--- config.mk ---
export PLATFORM = sky130hd
export DESIGN_NAME = matrix_scan
export DESIGN_NICKNAME = d
export VERILOG_FILES = /design/src/rtl/matrix_scan_pkg.sv /design/src/rtl/matrix_scan_sr_serializer.sv /design/src/rtl/matrix_scan.sv
export SDC_FILE = /design/constraint.sdc
export NUM_CORES = 1
export LEC_CHECK = 0
export BUFFER_PORTS_ARGS = -buffer_cell sky130_fd_sc_hd__buf_2
export CAP_MARGIN = 25
export CORE_MARGIN = 2
export CORE_UTILIZATION = 45
export CTS_CLUSTER_DIAMETER = 60
export DETAILED_ROUTE_END_ITERATION = 12
export GPL_TIMING_DRIVEN = 0
export HOLD_SLACK_MARGIN = 0.03
export PLACE_DENSITY = 0.78
export SYNTH_ARGS = -nofsm -noshare
export SYNTH_HDL_FRONTEND = slang
export SYNTH_HIERARCHICAL = 1
export SYNTH_SLANG_ARGS = --single-unit
export TNS_END_PERCENT = 100
--- constraint.sdc ---
create_clock -name clk -period 3 [get_ports clk]
set_input_delay 0 -clock clk [delete_from_list [all_inputs] [get_ports clk]]
set_output_delay 0 -clock clk [all_outputs]
set_load 0.01 [all_outputs]
--- src/rtl/matrix_scan_pkg.sv ---
// Shared types and constants for the snake LED matrix scanner.
package matrix_scan_pkg;

    localparam int unsigned SNAKE_ROWS = 8;
    localparam int unsigned SNAKE_COLS = 16;

    // Pixel polarity: 0 lights the LED, 1 leaves it dark (active-low column sink).
    localparam logic PIX_OFF = 1'b1;

    typedef enum logic [1:0] {
        S_LOAD  = 2'd0,
        S_SHIFT = 2'd1,
        S_LATCH = 2'd2,
        S_DWELL = 2'd3
    } scan_state_e;

    // Counter width for a range of n values; never narrower than one bit.
    function automatic int unsigned cnt_w(input int unsigned n);
        return (n > 1) ? $clog2(n) : 1;
    endfunction

endpackage

--- src/rtl/matrix_scan_sr_serializer.sv ---
// Shifts one row of column bits MSB first into a 74HC595-style chain.
module matrix_scan_sr_serializer
    import matrix_scan_pkg::*;
#(
    parameter int unsigned COLS    = SNAKE_COLS,
    parameter int unsigned CLK_DIV = 2
) (
    input  logic            clk,
    input  logic            init,
    input  logic            start,
    input  logic [COLS-1:0] din,
    output logic            sr_data,
    output logic            sr_clk,
    output logic            busy,
    output logic            done_c
);

    localparam int unsigned BW = cnt_w(COLS);
    localparam int unsigned DW = cnt_w(CLK_DIV);

    logic            active_q, active_d;
    logic [COLS-1:0] shreg_q, shreg_d;
    logic [BW-1:0]   bit_q, bit_d;
    logic [DW-1:0]   div_q, div_d;
    logic            sr_clk_q, sr_clk_d;
    logic            sr_data_q, sr_data_d;
    logic            div_end_c;
    logic            last_bit_c;

    assign div_end_c  = (div_q == DW'(CLK_DIV - 1));
    assign last_bit_c = (bit_q == '0);
    // Final cycle of the high half of the last bit.
    assign done_c     = active_q && sr_clk_q && div_end_c && last_bit_c;

    // Bit/phase sequencing: data changes only while sr_clk is low.
    always_comb begin
        active_d  = active_q;
        shreg_d   = shreg_q;
        bit_d     = bit_q;
        div_d     = div_q;
        sr_clk_d  = sr_clk_q;
        sr_data_d = sr_data_q;
        if (start) begin
            active_d  = 1'b1;
            shreg_d   = din;
            bit_d     = BW'(COLS - 1);
            div_d     = '0;
            sr_clk_d  = 1'b0;
            sr_data_d = din[COLS-1];
        end else if (active_q) begin
            if (div_end_c) begin
                div_d = '0;
                if (!sr_clk_q) begin
                    sr_clk_d = 1'b1;
                end else if (last_bit_c) begin
                    active_d  = 1'b0;
                    sr_clk_d  = 1'b0;
                    sr_data_d = PIX_OFF;
                end else begin
                    bit_d     = bit_q - BW'(1);
                    sr_clk_d  = 1'b0;
                    sr_data_d = shreg_q[bit_q - BW'(1)];
                end
            end else begin
                div_d = div_q + DW'(1);
            end
        end
    end

    // State registers with synchronous reset.
    always_ff @(posedge clk) begin
        if (init) begin
            active_q  <= 1'b0;
            shreg_q   <= '0;
            bit_q     <= '0;
            div_q     <= '0;
            sr_clk_q  <= 1'b0;
            sr_data_q <= PIX_OFF;
        end else begin
            active_q  <= active_d;
            shreg_q   <= shreg_d;
            bit_q     <= bit_d;
            div_q     <= div_d;
            sr_clk_q  <= sr_clk_d;
            sr_data_q <= sr_data_d;
        end
    end

    assign sr_data = sr_data_q;
    assign sr_clk  = sr_clk_q;
    assign busy    = active_q;

endmodule

--- src/rtl/matrix_scan.sv ---
// Row-by-row LED matrix refresh from a tear-free snapshot of the pixel register.
module matrix_scan
    import matrix_scan_pkg::*;
#(
    parameter int unsigned ROWS    = SNAKE_ROWS,
    parameter int unsigned COLS    = SNAKE_COLS,
    parameter int unsigned CLK_DIV = 2,
    parameter int unsigned DWELL   = 100
) (
    input  logic                 clk,
    input  logic                 init,
    input  logic                 en,
    input  logic [ROWS*COLS-1:0] pixelReg,
    output logic                 sr_data,
    output logic                 sr_clk,
    output logic                 sr_latch,
    output logic [ROWS-1:0]      row_sel,
    output logic                 frame_done
);

    localparam int unsigned RW = cnt_w(ROWS);
    localparam int unsigned CW = cnt_w((CLK_DIV > DWELL) ? CLK_DIV : DWELL);

    scan_state_e                 state_q, state_d;
    logic [RW-1:0]               row_q, row_d;
    logic [CW-1:0]               cnt_q, cnt_d;
    logic [ROWS-1:0][COLS-1:0]   fb_q, fb_d;
    logic                        sr_latch_q, sr_latch_d;
    logic [ROWS-1:0]             row_sel_q, row_sel_d;
    logic                        frame_done_q, frame_done_d;
    logic                        start_c;
    logic [COLS-1:0]             ser_din_c;
    logic                        ser_busy;
    logic                        ser_done_c;

    // Row 0 shifts straight from pixelReg on the cycle its snapshot is taken.
    assign ser_din_c = (row_q == '0) ? pixelReg[COLS-1:0] : fb_q[row_q];

    matrix_scan_sr_serializer #(
        .COLS    (COLS),
        .CLK_DIV (CLK_DIV)
    ) u_ser (
        .clk     (clk),
        .init    (init),
        .start   (start_c),
        .din     (ser_din_c),
        .sr_data (sr_data),
        .sr_clk  (sr_clk),
        .busy    (ser_busy),
        .done_c  (ser_done_c)
    );

    // Next state, counters, snapshot and registered-output values.
    always_comb begin
        state_d      = state_q;
        row_d        = row_q;
        cnt_d        = cnt_q;
        fb_d         = fb_q;
        sr_latch_d   = 1'b0;
        row_sel_d    = '0;
        start_c      = 1'b0;
        case (state_q)
            S_LOAD: begin
                if (((row_q != '0) || en) && !ser_busy) begin
                    if (row_q == '0) begin
                        fb_d = pixelReg;
                    end
                    start_c = 1'b1;
                    state_d = S_SHIFT;
                end
            end
            S_SHIFT: begin
                if (ser_done_c) begin
                    state_d    = S_LATCH;
                    sr_latch_d = 1'b1;
                    cnt_d      = CW'(CLK_DIV - 1);
                end
            end
            S_LATCH: begin
                if (cnt_q == '0) begin
                    state_d   = S_DWELL;
                    row_sel_d = ROWS'(1) << row_q;
                    cnt_d     = CW'(DWELL - 1);
                end else begin
                    sr_latch_d = 1'b1;
                    cnt_d      = cnt_q - CW'(1);
                end
            end
            S_DWELL: begin
                if (cnt_q == '0) begin
                    state_d = S_LOAD;
                    row_d   = (row_q == RW'(ROWS - 1)) ? '0 : row_q + RW'(1);
                end else begin
                    row_sel_d = ROWS'(1) << row_q;
                    cnt_d     = cnt_q - CW'(1);
                end
            end
            default: begin
                state_d = S_LOAD;
            end
        endcase
        frame_done_d = (state_d == S_DWELL) && (cnt_d == '0) && (row_q == RW'(ROWS - 1));
    end

    // State and output registers with synchronous reset.
    always_ff @(posedge clk) begin
        if (init) begin
            state_q      <= S_LOAD;
            row_q        <= '0;
            cnt_q        <= '0;
            fb_q         <= '1;
            sr_latch_q   <= 1'b0;
            row_sel_q    <= '0;
            frame_done_q <= 1'b0;
        end else begin
            state_q      <= state_d;
            row_q        <= row_d;
            cnt_q        <= cnt_d;
            fb_q         <= fb_d;
            sr_latch_q   <= sr_latch_d;
            row_sel_q    <= row_sel_d;
            frame_done_q <= frame_done_d;
        end
    end

    assign sr_latch   = sr_latch_q;
    assign row_sel    = row_sel_q;
    assign frame_done = frame_done_q;

endmodule

# --- Word level (Yosys, flattened, before mapping) ---
# Index checks and enable logic that the tools add are counted.
totals:
  elab_cells: 96
  ff_bits: 174
op_classes:
  reduce_logical: 23
  add_sub_neg: 4
  order_cmp: 2
  shifts: 1
  n_eq_ne: 6
  muxes: 40
op_table:
  columns: ["op", "n"]
  rows:
  - ["binary-select mux 16 bit (select 3 bit)", 1]
  - ["two-way mux 16 bit", 2]
  - ["two-way mux 7 bit", 3]
  - ["one-hot mux 7 bit (3 select lines)", 1]
  - ["two-way mux 4 bit", 5]
  - ["two-way mux 1 bit", 17]
  - ["two-way mux 8 bit", 2]
  - ["one-hot mux 8 bit (2 select lines)", 1]
  - ["logical NOT 7 bit", 2]
  - ["two-way mux 2 bit", 4]
  - ["one-hot mux 2 bit (4 select lines)", 1]
  - ["left shift 1 x 3 -> 8 bit (first input constant)", 1]
  - ["subtractor 7 x 1 -> 7 bit (second input constant)", 1]
  - ["== test 2 bit (second input constant)", 3]
  - ["logical AND 1 bit", 6]
  - ["AND reduction 3 bit", 2]
  - ["nonzero test 2 bit", 3]
  - ["less-than comparator 4 x 5 -> 1 bit (second input constant)", 1]
  - ["binary-select mux 1 bit (select 4 bit)", 1]
  - ["logical NOT 4 bit", 1]
  - ["less-than comparator 3 x 4 -> 1 bit (second input constant)", 1]
  - ["AND reduction 2 bit", 2]
  - ["AND reduction 4 bit", 1]
  - ["subtractor 4 x 1 -> 4 bit (second input constant)", 1]
  - ["13 further kinds", 13]

# --- Depth between registers and ports, before layout ---
logic_depth:
  depth_word: 8
  depth_mapped: 12
  mapped_depth_nobuf: 11

# --- Cells and area by module ---
# Netlist, hierarchy kept.
modules_own_cells:
  columns: ["mod", "area_per_inst_um2", "cells_per_inst", "instances"]
  rows:
  - ["matrix_scan", 7024.2, 798, 1]
  - ["matrix_scan_sr_serializer", 1132.3, 120, 1]

# --- Least setup slack after synthesis ---
# Ideal clock, no wire load.
synth_timing:
  path_kind: "reg-to-reg"
  startpoint: "register row_q[0]"
  endpoint: "register u_ser.shreg_q[12]"
  slack_ps: -135
  period_less_slack_ps: 3135
  setup_ps: 128
  arrival_ps: 3008
  n_path_buf: 5
  stages_incl_launch_ff: 13
  t_required_ps: 2872
  path_cell_list: "dfxtp_1 clkbuf_1 buf_1 inv_1 ha_1 buf_2 nor2b_1 a21oi_1 and2_1 clkbuf_1 clkbuf_1 mux2i_1 nor2_1"
synth_between:
  elab_chain_len: 5
  elab_cells_between_ends: 9
synth_lines:
  columns: ["element", "line_no", "rtl"]
  rows:
  - ["from (decl)", "matrix_scan.sv:25", "logic [RW-1:0] row_q, row_d;"]
  - ["from (signal assigned)", "matrix_scan.sv:117", "row_q <= row_d;"]
  - ["nonzero test 3 bit", "matrix_scan.sv:64", "if (((row_q != '0) || en) && !ser_busy) begin"]
  - ["logical OR 1 bit", "matrix_scan.sv:64", null]
  - ["logical AND 1 bit", "matrix_scan.sv:64", null]
  - ["two-way mux 1 bit", "matrix_scan.sv:64", null]
  - ["two-way mux 1 bit", "matrix_scan.sv:62", "case (state_q)"]
  - ["via start_c", "matrix_scan.sv:31", "logic start_c;"]
  - ["to (signal assigned)", "matrix_scan_sr_serializer.sv:81", "shreg_q <= shreg_d;"]
  - ["to (decl)", "matrix_scan_sr_serializer.sv:22", "logic [COLS-1:0] shreg_q, shreg_d;"]
# The timed path passes the listed nets, and every way through them passes these cells. The select of a mux whose other input is x is not followed.
# A chain may end at the register's enable or synchronous reset.

# --- Worst setup path in the final report ---
layout_timing:
  startpoint: "register row_q[1]"
  endpoint: "register fb_q[59] (netlist name)"
layout_between:
  elab_chain_len: 4
  elab_cells_between_ends: 5
layout_lines:
  columns: ["element", "line_no", "rtl"]
  rows:
  - ["nonzero test 3 bit", "matrix_scan.sv:64", null]
  - ["logical OR 1 bit", "matrix_scan.sv:64", null]
  - ["logical AND 1 bit", "matrix_scan.sv:64", null]
  - ["AND reduction 3 bit (no source line) (*)", null, null]
  - ["to (signal assigned)", "matrix_scan.sv:111", "fb_q <= '1;"]
  - ["to (signal assigned)", "matrix_scan.sv:119", "fb_q <= fb_d;"]
  - ["to (decl)", "matrix_scan.sv:27", "logic [ROWS-1:0][COLS-1:0] fb_q, fb_d;"]
# Mark *: on every way between the ends. The rest lies on a longest branch, timed or not.

==> flow_summary.ini <==
[status]
status = complete, no violations

[yosys]
syn_nets = 1064
syn-cell-area_sq_um = 8160
syn_area_per_cell_sq_um = 8.89
ys_warn_count = 6
synth_edf_count = 0
netlist_instances = 918
synthFlopType = dfxtp_1
synth_seq_cells = 174
ys_seq_area_frac = 0.427
synthArstFlopShare = 0
synth_cell_types = 49

[finish]
final_net_count = 1353
final_util = 0.626
fillers = 1381
final_layout_size_suffix_gt1_frac = 0.217
final_common_cell = nand2_1
area_delta_synth_final_pct = 37.4
final_cell_mix = 284 x nand2_1, 174 x dfxtp_1, 152 x buf_2, 129 x dlygate4sd3_1, 128 x nand3b_1

[pwr]
p_leak_uw = 0.00499
power_density_nw_per_um2 = 943
vdd_drop_max_v = 0.000607

[setup_path]
critPathCaptureType = flop
arrival_ps = 3310
worst_setup_path_start_kind = flop
cp.required_ps = 3370
setup.worst_path.class = flop to flop
worst-path-max-fanout = 10

[clock_tree]
cts-root-buf = clkbuf_16
htreeDepth = 4
clk_pin_slew_ps = 60
clock_sinks = 174
clock_latency_ps = 440
cts_max_path_buffers = 2
numCtsBuffers = 17
cts_tree = built

[route]
vias = 8247
drc = 0
wl_microns = 28200
via_per_inst = 5.68
wl_per_cell_microns = 19.4
drtIter0Drc = 837
firstDrtPassIters = 7
ant_nets = 0

[global_routing]
track_usage = 0.283
grt_overflow = 0
grt_pass1_wl_microns = 43000
antenna_found_initial = 1
grt_pass1_vias = 8335
grt_max_degree = 17

[sta]
clock.fmax_mhz = 341
finalSetupViolations = 0
finalHoldViolations = 0
final_max_slew_viol_count = 0
tightest_slew_ps = 751
finalWorstSetupSlack_ps = 64.2
skew_ps = 7.65
post-route-min-period_ps = 2940
period_share = 0.979
slew_headroom = 0.499

[place]
numPortBuffers = 142
dp_worst_setup_slack_ps = -911
finalWeightedCongestion = 0.906
post-dp-hpwl_microns = 16900

[die]
die_w_microns = 139
num_rows = 49
initial_utilization = 0.456
ios = 143
core_area_sq_um = 17900
dieArea_sq_um = 19200
die_h_microns = 139

[hold_path]
min-delay-path-class = input port to flop

[run]
maxCapViolations = 0
[flip-flops by register name, summed over array words and instances (netlist names), 2 cells and up]
register	flops
u_ser/shreg_q	16
cnt_q	7
row_q	3
state_q	2
fb_q	128
row_sel	8
u_ser/bit_q	4
[final timing paths]
path,start,to,slack (ps),depth (start not counted)
max reg2reg,row_q[1],fb_q[59],60,12
min,en,state_q[1],110,4
max,row_q[1],fb_q[59],60,12
min reg2reg,fb_q[48],fb_q[48],470,2
[final cells by class]
| type | instances | area (sq um) | area share |
|---|---|---|---|
| Timing Repair Buffer | 272 | 2010 | 0.179 |
| Clock inverter | 10 | 158 | 0.0141 |
| Tap cell | 229 | 287 | 0.0256 |
| Multi-Input combinational cell | 657 | 4340 | 0.387 |
| Sequential cell | 174 | 3480 | 0.311 |
| Inverter | 17 | 63.8 | 0.00569 |
| Clock buffer | 22 | 494 | 0.0441 |
| Antenna cell | 2 | 5.00 | 0.000447 |
| Buffer | 68 | 372 | 0.0332 |
[metal layers]
| layer | GRT usage | share of wire | vias to the layer above |
|---|---|---|---|
| met4 | 0.173 | 0.059 | 0 |
| met2 | 0.476 | 0.48 | 508 |
| met3 | 0.0653 | 0.079 | 152 |
| met1 | 0.330 | 0.38 | 3885 |
| met5 | 0 | 0 | - |
| li1 | - | - | 3702 |
[cell usage after synthesis, drive strengths merged (2+ instances only)]
cell,instances,area share
a21o,2,0.0018
a22oi,4,0.0037
nand3b,128,0.12
mux2i,39,0.048
xnor2,3,0.0032
xor2,3,0.0032
clkbuf,44,0.020
nand2b,3,0.0023
buf,26,0.017
nor3,4,0.0025
nor4,2,0.0023
a221oi,4,0.0043
nand4,3,0.0023
dfxtp,174,0.43
a21oi,12,0.0078
a2111oi,2,0.0021
o21ai,20,0.013
a221o,2,0.0025
o21bai,3,0.0028
o2111ai,2,0.0021
o211ai,2,0.0018
nor3b,4,0.0037
a31oi,2,0.0015
ha,15,0.023
nor2,42,0.022
nor2b,5,0.0038
inv,17,0.0078
a211oi,2,0.0018
nand3,9,0.0055
nand2,284,0.13
mux4,34,0.094
and3,9,0.0069
or4,2,0.0018
and2,5,0.0040
[what timing repair did]
action / 4_1_cts / 5_1_grt
resized for setup: 25 / 28
hold endpoints to repair: 132 / 0
pin swaps: 0 / 1
hold buffers: 129 / 0
setup endpoints to repair: 154 / 136
buffers inserted: 0 / 1
[power by group]
group          internal, uW  switching (uW)
clock                  1500             931
combinational          1790            2610
sequential             3190             556
total                  6480            4090
[kinds of logic after synthesis]
| kind of cell | after synthesis | share of synthesized area |
|---|---|---|
| AO/OA/AOI/OAI | 62 | 0.0506 |
| XOR/XNOR | 6 | 0.00644 |
| adder cells (fa/ha/maj) | 15 | 0.0230 |
| buffers and inverters | 87 | 0.0448 |
| flip-flops | 174 | 0.427 |
| multiplexers | 73 | 0.142 |
| AND/OR/NAND/NOR | 501 | 0.306 |
[through the flow]
stage               setup TNS (ps)  total power, uW  cells  hold slack [ps]  instance area, sq um
global route                 -36.2            11100   1450              160                 11200
detailed placement         -114920             7590   1289              212                  9160
CTS                              0            10200   1449              139                 11100
finish                           0            10600   1451              109                 11200
floorplan                        0             6470    918             72.4                  8160
global placement           -110700             7430   1289              211                  9160
[critical path, cell delays in order (launching register included)]
cell	delay, ps
dfxtp_1	340
clkbuf_4	220
clkbuf_4	240
inv_1	110
ha_1	140
buf_2	330
nor2b_2	350
a21oi_4	110
nand3_1	120
buf_2	260
buf_2	320
nand2_1	170
nand3b_1	150
Power figures use the tool's default switching activity.
